### config.mk
export PLATFORM = sky130hd
export DESIGN_NAME = input_sync_filter
export DESIGN_NICKNAME = d
export VERILOG_FILES = /design/src/rtl/input_sync_filter.sv
export SDC_FILE = /design/constraint.sdc
export NUM_CORES = 1
export LEC_CHECK = 0
export ABC_AREA = 1
export CAP_MARGIN = 20
export CORE_AREA = 2 2 124 126
export CTS_BUF_LIST = sky130_fd_sc_hd__clkbuf_8
export DETAILED_ROUTE_END_ITERATION = 10
export DIE_AREA = 0 0 126 128
export PLACE_DENSITY_LB_ADDON = 0.1
export SYNTH_ARGS = -nofsm -noshare
export SYNTH_HDL_FRONTEND = slang
export SYNTH_SLANG_ARGS = --single-unit
### constraint.sdc
create_clock -name lb_clk -period 2.27 [get_ports lb_clk]
set_clock_uncertainty 0.05 [all_clocks]
set_input_delay 0.454 -clock lb_clk [delete_from_list [all_inputs] [get_ports lb_clk]]
set_output_delay 0.454 -clock lb_clk [all_outputs]
set_load 0.02 [all_outputs]
### src/rtl/input_sync_filter.sv
// Multi-channel input conditioner for asynchronous pins: N-stage synchronizer,
// programmable stability filter, registered edge pulses and saturating rise counters.
module input_sync_filter #(
    parameter int NCH         = 4,
    parameter int SYNC_STAGES = 2,
    parameter int FW          = 4,
    parameter int CW          = 16
) (
    input  logic              lb_clk,
    input  logic              rst,
    input  logic [NCH-1:0]    din,
    input  logic [FW-1:0]     filt_len,
    input  logic              cnt_clear,
    output logic [NCH-1:0]    dout,
    output logic [NCH-1:0]    rise,
    output logic [NCH-1:0]    fall,
    output logic [NCH*CW-1:0] edge_count
);

    localparam logic [CW-1:0] EC_ONE = {{(CW-1){1'b0}}, 1'b1};
    localparam logic [CW-1:0] EC_MAX = {CW{1'b1}};
    localparam logic [FW:0]   LEN_ONE = {{FW{1'b0}}, 1'b1};

    (* magic_cdc *) logic [NCH-1:0] sync1_q;
    logic [NCH-1:0] sync_tail_q [SYNC_STAGES-1];
    logic [NCH-1:0] sync_s;

    logic [FW-1:0]  stab_q [NCH];
    logic [FW-1:0]  stab_d [NCH];
    logic [CW-1:0]  ec_q   [NCH];
    logic [CW-1:0]  ec_d   [NCH];
    logic [NCH-1:0] dout_q, dout_d;
    logic [NCH-1:0] rise_q, rise_d;
    logic [NCH-1:0] fall_q, fall_d;
    logic [FW:0]    len_s;

    assign sync_s = sync_tail_q[SYNC_STAGES-2];
    // A zero threshold is treated as one so the filter always passes a stable level.
    assign len_s  = (filt_len == {FW{1'b0}}) ? LEN_ONE : {1'b0, filt_len};

    // Synchronizer chain: plain flop-to-flop, no logic between stages.
    always_ff @(posedge lb_clk) begin
        if (rst) begin
            sync1_q <= {NCH{1'b0}};
            for (int k = 0; k < SYNC_STAGES - 1; k++) begin
                sync_tail_q[k] <= {NCH{1'b0}};
            end
        end else begin
            sync1_q        <= din;
            sync_tail_q[0] <= sync1_q;
            for (int k = 1; k < SYNC_STAGES - 1; k++) begin
                sync_tail_q[k] <= sync_tail_q[k-1];
            end
        end
    end

    // Next-state for stability filter, edge pulses and rising-edge counters.
    always_comb begin
        dout_d = dout_q;
        rise_d = {NCH{1'b0}};
        fall_d = {NCH{1'b0}};
        for (int i = 0; i < NCH; i++) begin
            stab_d[i] = stab_q[i];
            ec_d[i]   = ec_q[i];
            if (sync_s[i] == dout_q[i]) begin
                stab_d[i] = {FW{1'b0}};
            end else if (({1'b0, stab_q[i]} + LEN_ONE) >= len_s) begin
                dout_d[i] = sync_s[i];
                stab_d[i] = {FW{1'b0}};
            end else begin
                stab_d[i] = stab_q[i] + {{(FW-1){1'b0}}, 1'b1};
            end
            rise_d[i] = dout_d[i] & ~dout_q[i];
            fall_d[i] = ~dout_d[i] & dout_q[i];
            // A clear coinciding with a rise keeps that rise so no event is lost.
            if (cnt_clear) begin
                ec_d[i] = rise_d[i] ? EC_ONE : {CW{1'b0}};
            end else if (rise_d[i] && (ec_q[i] != EC_MAX)) begin
                ec_d[i] = ec_q[i] + EC_ONE;
            end else begin
                ec_d[i] = ec_q[i];
            end
        end
    end

    // Filter, pulse and counter state registers.
    always_ff @(posedge lb_clk) begin
        if (rst) begin
            dout_q <= {NCH{1'b0}};
            rise_q <= {NCH{1'b0}};
            fall_q <= {NCH{1'b0}};
            for (int i = 0; i < NCH; i++) begin
                stab_q[i] <= {FW{1'b0}};
                ec_q[i]   <= {CW{1'b0}};
            end
        end else begin
            dout_q <= dout_d;
            rise_q <= rise_d;
            fall_q <= fall_d;
            for (int i = 0; i < NCH; i++) begin
                stab_q[i] <= stab_d[i];
                ec_q[i]   <= ec_d[i];
            end
        end
    end

    assign dout = dout_q;
    assign rise = rise_q;
    assign fall = fall_q;

    // Pack per-channel counters onto the flat output bus.
    always_comb begin
        edge_count = {(NCH*CW){1'b0}};
        for (int i = 0; i < NCH; i++) begin
            edge_count[i*CW +: CW] = ec_q[i];
        end
    end

endmodule

* Yosys cells after proc, flatten, opt, wreduce, memory -nomap -nowiden
Memory sizes are Yosys's and may differ from the RTL's.
Index checks and enable logic that the tools add are counted.
** Storage, ports and cells
- Register bits after elaboration :: 16
- RAM bits :: 84
- Bits of input ports :: 11
- Logic and storage cells :: 103
- Memories :: 3
** Memories
- ec_q :: words 4, bits a word 16, rd ports 4, clocked after Yosys merged registers in 0, write ports 4, line 30 : logic [CW-1:0] ec_q [NCH];
- stab_q :: words 4, bits a word 4, rd ports 4, clocked after Yosys merged registers in 0, write ports 4, line 28 : logic [FW-1:0] stab_q [NCH];
- sync_tail_q :: words 1, bits a word 4, rd ports 1, clocked after Yosys merged registers in 0, write ports 1, line 25 : logic [NCH-1:0] sync_tail_q [SYNC_STAGES-1];
** Cells by class
- Add/sub/neg operators :: 12
- Magnitude comparators :: 4
- Equal/unequal tests :: 8
- Muxes and demuxes :: 42
- Bitwise operators :: 24
- Reductions and logical operators :: 6
** Operator list (number)
- 16-bit two-way mux :: 12
- 16-bit by 1-bit adder with 16-bit output, second input constant :: 4
- 16-bit inequality test, second input constant :: 4
- 4-bit two-way mux :: 14
- 4-bit by 1-bit adder with 5-bit output, second input constant :: 4
- 5-bit by 4-bit >= comparator with 1-bit output :: 4
- 4-bit by 1-bit adder with 4-bit output, second input constant :: 4
- 1-bit two-way mux :: 16
- 1-bit bitwise AND :: 8
- 1-bit NOT :: 8
- 1-bit OR :: 8
- 1-bit == test :: 4
- 1-bit logical AND :: 4
- 4-bit zero test :: 1
- 4-bit OR reduction :: 1

* Logic depth before layout (Yosys ltp)
- Word-level depth :: 10
- Depth in mapped cells :: 16
- Depth with buffers taken out :: 16

* Worst setup path before layout
OpenSTA, ideal clock, no wires.
- Path type :: input-to-reg
- Start point :: input filt_len[2]
- End point :: memory ec_q[1][12], in the netlist ec_q[0][28]
- Arrival time :: 1.868 ns
- Required time :: 2.103 ns
- Path slack :: 0.236 ns
- Stages on the path :: 13
- Buffers on the path :: 1
- Cells stage by stage :: inv_1 a31o_2 ha_1 inv_1 nand2_1 nand2_1 nand2_1 nand2_1 nand2_2 nand4_2 buf_6 nor3_1 nor2_1
** RTL lines
- from (decl) :: line 12 : input logic [FW-1:0] filt_len,
- to (decl) :: line 30

==> flow_summary.json <==
{
  "switching_share_pct": 25.3,
  "relSlewSlack_pct": 71.3,
  "syn_to_final_growth_pct": 26.7,
  "p_sw_mw": 0.784,
  "vias_per_cell": 4.77,
  "ys_seq_elements": 100,
  "via_count": 5275,
  "r2r-end": "ec_q[0][36]",
  "final_hold_viol_count": 0,
  "synth_area_um2": 5770,
  "drive_above_1_share_pct": 13.0,
  "start_util_pct": 38.8,
  "clkLatencyLatePin_ns": 0.38,
  "whs_path_depth": 2,
  "hp-class": "register to register",
  "finalMaxSlewViolations": 0,
  "cts_tree": "done",
  "layout_common_cells": "nand2_1, inv_1, dfxtp_1",
  "wl_per_cell_um": 12.3,
  "coreArea_um2": 14900,
  "crit_fanout": 5,
  "sequentialPowerShare_pct": 57.8,
  "postCtsHoldBufs": 0,
  "criticalPathCategory": "input pin to register",
  "place_congestion": 0.853,
  "period_minus_slack_ns": 2.14,
  "yosys_warnings": 0,
  "combinationalPowerShare_pct": 7.4,
  "placed_cell_area_um2": 7010,
  "antenna_cells": 0,
  "yosys.cell_types.count": 40,
  "grtUsageTotal_pct": 17.4,
  "status": "finished clean",
  "chipWidth_um": 126,
  "routed_wl_um": 13600,
  "antenna_found_initial": 0,
  "ys_seq_area_share_pct": 34.7,
  "async_reset_ff_share_pct": 0,
  "synth_nets": 839,
  "ant_nets": 0,
  "worst_pin_slew_ns": 0.429,
  "ios": 87,
  "final_core_util_pct": 49.2,
  "crit_required_ns": 2.53,
  "final_common_cell": "nand2_1",
  "route.detailed.drc": 0,
  "arrival_ns": 2.41,
  "cts_buffer_depth": 2,
  "hold_ws_ns": 0.357,
  "cap_viol_max_count": 0,
  "fin_area_um2": 7310,
  "avgSynthCellArea_um2": 7.17,
  "holdCritStartpoint": "sync1_q[2]",
  "io_buffers": 86,
  "hold_end": "sync_tail_q[0][2]",
  "reg2reg_depth": 12,
  "pwr-share-clk_pct": 34.8,
  "h-tree-depth": 3,
  "cp-start-kind": "input pin",
  "cp-end-kind": "register",
  "grt_max_degree": 41,
  "cts-root-buf": "clkbuf_8",
  "maxClockFrequency_ghz": 0.467,
  "synthCells": 804,
  "die_h_um": 128,
  "grt-ovfl-total": 0,
  "finalCritPeriodShare_pct": 94.4,
  "power-per-cell-area_nw_per_um2": 425,
  "grt_pass1_vias": 5010,
  "synth_flop_cell": "dfxtp_1",
  "fin_nets": 947,
  "dr.pass1.iters": 4,
  "cts_sinks": 100,
  "grt_pass1_wl_um": 23300,
  "synth_edf_count": 0,
  "path_clk_slew_ns": 0.09,
  "intPower_mw": 2.32,
  "rows": 45,
  "die_area_um2": 16100,
  "power.leakage_nw": 2.76,
  "r2r_start": "stab_q[2][0]",
  "r2r_slack_ns": 0.14,
  "setup_violations": 0,
  "drt_iter0_drc": 312,
  "cts_buffers": 9,
  "hpwl_um": 10100,
  "ir_drop_mv": 0.306
}
## through the flow
stage / TNS, ns / power (mW) / setup WS [ns] / instances
global placement: -16.70 / 2.05 / -0.283 / 1087
floorplan: 0 / 1.96 / 0.236 / 804
global route: -0.00558 / 3.26 / -0.00379 / 1105
finish: 0 / 3.10 / 0.127 / 1105
detailed placement: -18.98 / 2.05 / -0.338 / 1087
CTS: 0 / 3.16 / 0.0747 / 1103
## cells by family (layout without fill, tap and decap cells)
group                      count (synthesis)  count (layout)  synth area share [%]
adders and majority gates                 24              24                  5.21
and+or+nand+nor                          429             429                  35.3
DFF                                      100             100                  34.7
AOI/OAI and AO/OA                         76              76                  7.57
xor gates and xnor gates                  53              53                  8.05
buffers and inverters                    122             235                  9.13
## synthesized netlist by cell type, types with 2 or more instances
master     instances  area, um^2
nand2_1          214         803
dfxtp_1          100        2000
inv_1            100         375
nor2_1            82         308
a21oi_1           51         255
nand3_1           41         205
xor2_1            32         280
ha_1              24         300
nor3_1            24         120
xnor2_1           21         184
nand2_2           13        81.3
nor2_4            10         113
a21oi_2            9        78.8
nand4_1            9        56.3
nor2_2             9        56.3
o21ai_0            9        45.0
clkbuf_1           8        30.0
buf_6              6        67.6
nand3_2            5        50.1
nand4_2            4        50.1
buf_4              3        22.5
inv_2              3        11.3
nand3b_1           3        22.5
and3_1             2        12.5
nand2_4            2        22.5
nand3_4            2        35.0
nor3_2             2        20.0
nor3_4             2        32.5
o2111ai_1          2        17.5
o21bai_1           2        15.0
## layout make-up
cell class / instances / area (um^2)
fillers: 1504 / 7560
multi-input cells: 582 / 3310
flip-flops and latches: 100 / 2000
repair buffers: 116 / 1190
inverters: 103 / 387
well taps: 188 / 235
clock buffers: 11 / 151
clock inverters: 5 / 28.8
## registers in the layout, summed over array words and instances (netlist names)
register     flops
dout             4
rise             4
sync1_q          4
stab_q          16
ec_q            64
fall             4
sync_tail_q      4
## how the worst max path moves through the flow
| stage | startpoint | end | slack, ns | cells past startpoint |
|---|---|---|---|---|
| after detailed placement | filt_len[2] | ec_q[0][13] | -0.34 | 13 |
| after global routing | stab_q[1][0] | ec_q[0][31] | -0.004 | 15 |
| after floorplan | filt_len[2] | ec_q[0][28] | 0.24 | 13 |
| after global placement | filt_len[2] | ec_q[0][19] | -0.28 | 15 |
| after CTS | filt_len[2] | ec_q[0][13] | 0.07 | 13 |
| final | filt_len[0] | ec_q[0][36] | 0.13 | 14 |
## critical path, stage by stage
cell and delay [ns]:
clkdlybuf4s50_1 0.42, a31o_4 0.24, ha_4 0.26, inv_1 0.03
nand2_1 0.04, nand2_1 0.04, nand2_1 0.07, nand2_2 0.07
nand2_4 0.10, nand3_4 0.09, nor2_4 0.21, clkbuf_16 0.19
nand2_1 0.05, a21oi_1 0.13
## layer usage
| metal | up-vias | track usage (%) | wire, um |
|---|---|---|---|
| met5 | - | 0 | 0 |
| met4 | 0 | 4.14 | 122 |
| met3 | 9 | 4.63 | 576 |
| met2 | 100 | 30.6 | 6700 |
| met1 | 2409 | 21.2 | 6240 |
| li1 | 2757 | - | - |
## power by group through the flow
stage	Clock, mW	Sequential, mW	Combinational, mW
after CTS	1.14	1.79	0.224
after global placement	0	1.83	0.219
final	1.08	1.79	0.229
after floorplan	0	1.84	0.127
after global routing	1.20	1.80	0.260
after detailed placement	0	1.83	0.223
## repair_timing
item	in CTS	in global routing
buffers inserted	0	1
gates resized for setup	0	20
setup endpoints to repair	0	36
No activity file was read; power rests on OpenSTA's default activity.
